--- config.mk ---
export PLATFORM = sky130hd
export DESIGN_NAME = guess_entry_controller
export DESIGN_NICKNAME = d
export VERILOG_FILES = /design/src/rtl/guess_entry_controller.sv
export SDC_FILE = /design/constraint.sdc
export NUM_CORES = 1
export LEC_CHECK = 0
export ABC_AREA = 1
export BUFFER_PORTS_ARGS = -buffer_cell sky130_fd_sc_hd__buf_2
export CORE_ASPECT_RATIO = 1.75
export CORE_MARGIN = 2
export CORE_UTILIZATION = 64
export CTS_CLUSTER_SIZE = 40
export DETAILED_ROUTE_END_ITERATION = 10
export PLACE_DENSITY = 0.85
export SLEW_MARGIN = 20
export SYNTH_ARGS = -nofsm -noshare
export SYNTH_HDL_FRONTEND = slang
export SYNTH_SLANG_ARGS = --single-unit
export TNS_END_PERCENT = 1
--- constraint.sdc ---
create_clock -name clock -period 6.1 [get_ports clock]
set_input_delay 0.61 -clock clock [delete_from_list [all_inputs] [get_ports clock]]
set_output_delay 0.61 -clock clock [all_outputs]
set_load 0.005 [all_outputs]
--- src/rtl/guess_entry_controller.sv ---
// Numberle guess-path controller: keypad digit entry, delete/submit handling,
// per-digit scoring against the secret, feedback LEDs and seven-segment scan.
module guess_entry_controller #(
    parameter int MAX_GUESSES = 6,
    parameter int SCAN_BIT    = 18
) (
    input  logic        clock,
    input  logic        reset,
    input  logic        key_valid,
    input  logic [3:0]  key_code,
    input  logic        btnR,
    input  logic        btnL,
    input  logic [15:0] secret,
    output logic [3:0]  anode,
    output logic [3:0]  hex_out,
    output logic [15:0] led,
    output logic        win,
    output logic        game_over
);

    // Only the bits up to the scan position are observable, so the scan
    // counter stops there; at the default SCAN_BIT this is the full 20 bits.
    localparam int CNT_W = SCAN_BIT + 2;

    typedef enum logic [1:0] {
        ENTRY = 2'd0,
        SCORE = 2'd1,
        WON   = 2'd2,
        LOST  = 2'd3
    } state_t;

    state_t             state_q, state_d;
    logic [1:0]         k_q, k_d;
    logic [15:0]        buf_q, buf_d;
    logic [2:0]         cursor_q, cursor_d;
    logic [3:0]         count_q, count_d;
    logic               all_exact_q, all_exact_d;
    logic [CNT_W-1:0]   cnt_q, cnt_d;
    logic               btnr_prev_q, btnl_prev_q;
    logic [3:0]         anode_q, anode_d;
    logic [3:0]         hex_q, hex_d;
    logic [15:0]        led_q, led_d;

    logic               btnr_rise, btnl_rise;
    logic [1:0]         del_idx;
    logic [3:0]         guess_nib;
    logic [1:0]         digit_fb;
    logic [15:0]        disp_src;
    logic [1:0]         scan_pos;
    logic [3:0]         scan_nib;

    function automatic logic [7:0] thermo(input logic [3:0] n);
        logic [7:0] t;
        for (int i = 0; i < 8; i++) begin
            t[i] = (4'(i) < n);
        end
        return t;
    endfunction

    // Exact match wins; otherwise any other secret position holding the same
    // digit counts as misplaced, with no multiplicity accounting.
    function automatic logic [1:0] score_digit(input logic [3:0] g,
                                               input logic [15:0] sec,
                                               input logic [1:0] k);
        logic present;
        present = 1'b0;
        for (int j = 0; j < 4; j++) begin
            if ((j[1:0] != k) && (sec[4*j +: 4] == g)) begin
                present = 1'b1;
            end
        end
        if (sec[{k, 2'b00} +: 4] == g) begin
            return 2'b10;
        end else if (present) begin
            return 2'b01;
        end else begin
            return 2'b00;
        end
    endfunction

    assign btnr_rise = btnR & ~btnr_prev_q;
    assign btnl_rise = btnL & ~btnl_prev_q;
    assign del_idx   = cursor_q[1:0] - 2'd1;
    assign guess_nib = buf_q[{k_q, 2'b00} +: 4];
    assign digit_fb  = score_digit(guess_nib, secret, k_q);

    always_comb begin
        state_d     = state_q;
        k_d         = k_q;
        buf_d       = buf_q;
        cursor_d    = cursor_q;
        count_d     = count_q;
        all_exact_d = all_exact_q;
        led_d       = led_q;

        case (state_q)
            ENTRY: begin
                if (btnl_rise && (cursor_q != 3'd0)) begin
                    cursor_d = cursor_q - 3'd1;
                    buf_d[{del_idx, 2'b00} +: 4] = 4'hF;
                end else if (key_valid && (key_code <= 4'd9) && (cursor_q < 3'd4)) begin
                    buf_d[{cursor_q[1:0], 2'b00} +: 4] = key_code;
                    cursor_d = cursor_q + 3'd1;
                end else if (btnr_rise && (cursor_q == 3'd4)) begin
                    state_d     = SCORE;
                    k_d         = 2'd0;
                    all_exact_d = 1'b1;
                end
            end
            SCORE: begin
                led_d[{k_q, 1'b0} +: 2] = digit_fb;
                all_exact_d = all_exact_q & (digit_fb == 2'b10);
                if (k_q == 2'd3) begin
                    if (all_exact_q && (digit_fb == 2'b10)) begin
                        state_d = WON;
                    end else begin
                        count_d = count_q + 4'd1;
                        led_d[15:8] = thermo(count_d);
                        if (count_d == 4'(MAX_GUESSES)) begin
                            state_d = LOST;
                        end else begin
                            state_d  = ENTRY;
                            buf_d    = 16'hFFFF;
                            cursor_d = 3'd0;
                        end
                    end
                end else begin
                    k_d = k_q + 2'd1;
                end
            end
            default: begin
                // WON and LOST hold until reset
            end
        endcase
    end

    assign cnt_d    = cnt_q + 1'b1;
    assign disp_src = (state_q == LOST) ? secret : buf_q;
    assign scan_pos = cnt_q[SCAN_BIT+1:SCAN_BIT];
    assign scan_nib = disp_src[{scan_pos, 2'b00} +: 4];

    // A blank digit turns every anode off and leaves hex_out where it was.
    always_comb begin
        anode_d = 4'hF;
        hex_d   = hex_q;
        if (scan_nib != 4'hF) begin
            hex_d = scan_nib;
            case (scan_pos)
                2'd0:    anode_d = 4'b0111;
                2'd1:    anode_d = 4'b1011;
                2'd2:    anode_d = 4'b1101;
                default: anode_d = 4'b1110;
            endcase
        end
    end

    always_ff @(posedge clock) begin
        if (reset) begin
            state_q     <= ENTRY;
            k_q         <= 2'd0;
            buf_q       <= 16'hFFFF;
            cursor_q    <= 3'd0;
            count_q     <= 4'd0;
            all_exact_q <= 1'b0;
            cnt_q       <= '0;
            btnr_prev_q <= 1'b1;
            btnl_prev_q <= 1'b1;
            anode_q     <= 4'hF;
            hex_q       <= 4'h0;
            led_q       <= 16'h0000;
        end else begin
            state_q     <= state_d;
            k_q         <= k_d;
            buf_q       <= buf_d;
            cursor_q    <= cursor_d;
            count_q     <= count_d;
            all_exact_q <= all_exact_d;
            cnt_q       <= cnt_d;
            btnr_prev_q <= btnR;
            btnl_prev_q <= btnL;
            anode_q     <= anode_d;
            hex_q       <= hex_d;
            led_q       <= led_d;
        end
    end

    assign anode     = anode_q;
    assign hex_out   = hex_q;
    assign led       = led_q;
    assign win       = (state_q == WON);
    assign game_over = (state_q == WON) || (state_q == LOST);

endmodule

==> flow_summary.toml <==
[synth]
ys.flop_type = "dfxtp_1"
netlist_instances = 695
synth-edff-count = 0
synth_cell_types = 45
synthArstFlopShare_pct = 0
synth_seq_area_share_pct = 31.9
ys_warn_count = 0
netlist_area_mm2 = 0.00464
synth_seq_cells = 74
syn_nets = 742
avgSynthCellArea_um2 = 6.68

[clock_network]
cts_tree = "yes"
path_clk_slew_ps = 60
clock-root-buffer = "clkbuf_16"
cts_buffer_depth = 2
htreeDepth = 3
cts_made_buffers = 9
clock_latency_ps = 340
post_cts_buffers = 0
cts.sinks = 74
cts_resized = 0
ctsHoldBuffers = 0

[sta]
hold_viol_final = 0
final_max_slew_viol_count = 0
worst_pin_slew_ps = 730
min_period_over_period_pct = 45.3
setup-violations-final = 0
period_needed_ps = 2770
finClkSkew_ps = 10.0
tns_ps = 0
relSlewSlack_pct = 51.2
fmax_mhz = 361
grt_setup_unrepaired = "no"

[routing]
drt-vias-per-instance = 5.65
drc = 0
wl_um = 11800
ant_nets = 0
drtIter0Drc = 364
num_vias = 4676
drt_pass1_iterations = 6
post_drt_wl_per_cell_um = 14.2

[power_and_ir_drop]
vdd_drop_max_mv = 0.239
power.density_mw_per_mm2 = 297
leakagePower_uw = 0.00239

[worst_setup_path]
endpoint = "buf_q[0]$_SDFFE_PP1P_"
r2r_cells = 12
crit_arrival_ps = 2960
path_class = "reg -> reg"
reg2reg_from = "cursor_q[0]$_SDFFE_PP0P_"
end_kind = "register"
worstPathMaxFanout = 17
r2r_setup_slack_ps = 3330
crit_path_start = "cursor_q[0]$_SDFFE_PP0P_"
r2r-end = "buf_q[0]$_SDFFE_PP1P_"
worstPathRequired_ps = 6290
startpoint_type = "register"

[finish]
syn_to_final_growth_pct = 12.3
finalNetCount = 783
postLayoutCoreUtil_pct = 73.1
drive_gt1_share_pct = 14.7
stdcell_area_mm2 = 0.00522
diodes = 0

[grt]
antenna_found_initial = 0
overflow = 0
grt_start_max_net_pins = 45
grt_usage_pct = 32.4
use_met1_pct = 32.3
grt-busiest-layer = "met2"
grt_pass1_vias = 4533
grt_use_met2_pct = 56.3
grt_pass1_wl_um = 19600
use_met3_pct = 6.74

[floorplanning]
die_area_mm2 = 0.00798
die_w_um = 68.4
rows = 41
die_h_um = 117
ioPinCount = 51
core_area_mm2 = 0.00713
start_util_pct = 65.1

[hold_path]
min_path_type = "reg -> reg"

[placement]
gp_congestion = 0.942
placed_area_mm2 = 0.00489
hpwl_um = 8820
portBuffers = 50

[status]
status = "finished clean"

[job]
drv_cap = 0
## worst min-delay path by stage
stage,start,to,slack (ps),cells after the start
2_1_floorplan,cnt_q[0]$_SDFF_PP0_,cnt_q[0]$_SDFF_PP0_,400,1
3_3_place_gp,cnt_q[0]$_SDFF_PP0_,cnt_q[0]$_SDFF_PP0_,420,1
3_5_place_dp,cnt_q[0]$_SDFF_PP0_,cnt_q[0]$_SDFF_PP0_,450,1
4_1_cts,cnt_q[0]$_SDFF_PP0_,cnt_q[0]$_SDFF_PP0_,460,1
5_1_grt,cnt_q[0]$_SDFF_PP0_,cnt_q[0]$_SDFF_PP0_,480,1
6_report,cnt_q[0]$_SDFF_PP0_,cnt_q[0]$_SDFF_PP0_,450,1
## Yosys cell counts, drive strengths merged (2+ instances only)
master | count | area [µm²]
a31oi | 4 | 25.0
a21oi | 44 | 220
o211ai | 8 | 60.1
dfxtp | 74 | 1480
o21a | 2 | 15.0
inv | 78 | 300
nand4 | 7 | 43.8
nor3 | 11 | 66.3
o22ai | 4 | 25.0
or2 | 2 | 12.5
clkinv | 3 | 11.3
xor2 | 4 | 35.0
xnor2 | 5 | 43.8
nor4 | 2 | 12.5
ha | 21 | 263
nor2 | 65 | 277
buf | 9 | 66.3
nand3b | 6 | 60.1
nor3b | 3 | 27.5
o21ai | 65 | 337
nand2 | 197 | 796
nand3 | 65 | 375
clkbuf | 11 | 41.3
## through the flow
step | hold WS, ps | std cells | total power (µW) | worst slack (ps)
2_1_floorplan | 402 | 695 | 882 | 3930
3_3_place_gp | 417 | 811 | 970 | 3220
3_5_place_dp | 451 | 811 | 984 | 3130
4_1_cts | 459 | 827 | 1550 | 3110
5_1_grt | 477 | 827 | 1640 | 2940
6_report | 454 | 827 | 1550 | 3330
## cell usage in the layout, fill, tap and decap left out, types with 2 or more instances in the layout
master | Yosys | final
a21oi_1 | 44 | 44
nor2_1 | 60 | 60
nand4_1 | 7 | 7
o22ai_1 | 4 | 4
a31oi_1 | 4 | 4
clkbuf_16 | 0 | 9
ha_1 | 21 | 21
nand3_2 | 5 | 5
o21a_1 | 2 | 2
nor2_4 | 4 | 4
nand3b_2 | 4 | 4
nand2_1 | 188 | 188
nor4_1 | 2 | 2
o211ai_1 | 8 | 8
inv_4 | 3 | 3
dfxtp_1 | 74 | 73
nand3b_1 | 2 | 2
nand2_4 | 4 | 4
nor3b_1 | 2 | 2
nand2_2 | 4 | 4
nand3_4 | 2 | 2
or2_2 | 2 | 2
nand3_1 | 58 | 58
o21ai_0 | 56 | 56
inv_1 | 66 | 66
xor2_1 | 4 | 4
buf_2 | 2 | 50
xnor2_1 | 5 | 5
nor3_1 | 10 | 10
inv_2 | 9 | 10
clkinv_1 | 3 | 2
o21ai_1 | 8 | 8
bufinv_16 | 0 | 2
## cells by family after synthesis
group                      share of synthesized area [%]
AOI/OAI and AO/OA                                   15.2
xor gates and xnor gates                            1.70
adders and majority gates                           6.09
and+or+nand+nor                                     36.1
buffers and inverters                               9.02
DFF                                                 31.9
## where the power goes
part           leakage (µW)  switching (µW)  internal, µW  total (µW)
Clock              0.000153             203           359         563
Sequential         0.000603            47.1           525         572
Combinational       0.00163             268           146         415
Total               0.00239             519          1030        1550
## flip-flops by register name, summed over array words and instances, names as in the netlist
name         count
anode            4
count_q          4
btnl_prev_q      1
all_exact_q      1
state_q          2
led             16
k_q              2
hex_out          4
btnr_prev_q      1
cursor_q         3
cnt_q           20
buf_q           16
## worst max-delay path: stages (launching register included)
cell and delay [ps]:
dfxtp_1 390, inv_1 210, ha_1 270, inv_2 90, nor2_1 180, nor3_4 90
nor2_1 570, inv_1 200, o22ai_1 200, nand3b_2 210, inv_2 70, nand2_1 70
nand3_1 60
## layout make-up
class	instances	area [µm²]
multi-input cells	520	2740
inverters	81	312
flip-flops and latches	74	1480
clock inverters	6	90.1
well taps	86	108
fillers	576	1920
repair buffers	50	250
clock buffers	10	229
## layer usage
| metal | vias up | wire length, µm |
|---|---|---|
| met2 | 151 | 6280 |
| li1 | 2357 | - |
| met5 | - | 0 |
| met4 | 0 | 641 |
| met3 | 49 | 533 |
| met1 | 2119 | 4330 |
Power figures use the tool's default switching activity.
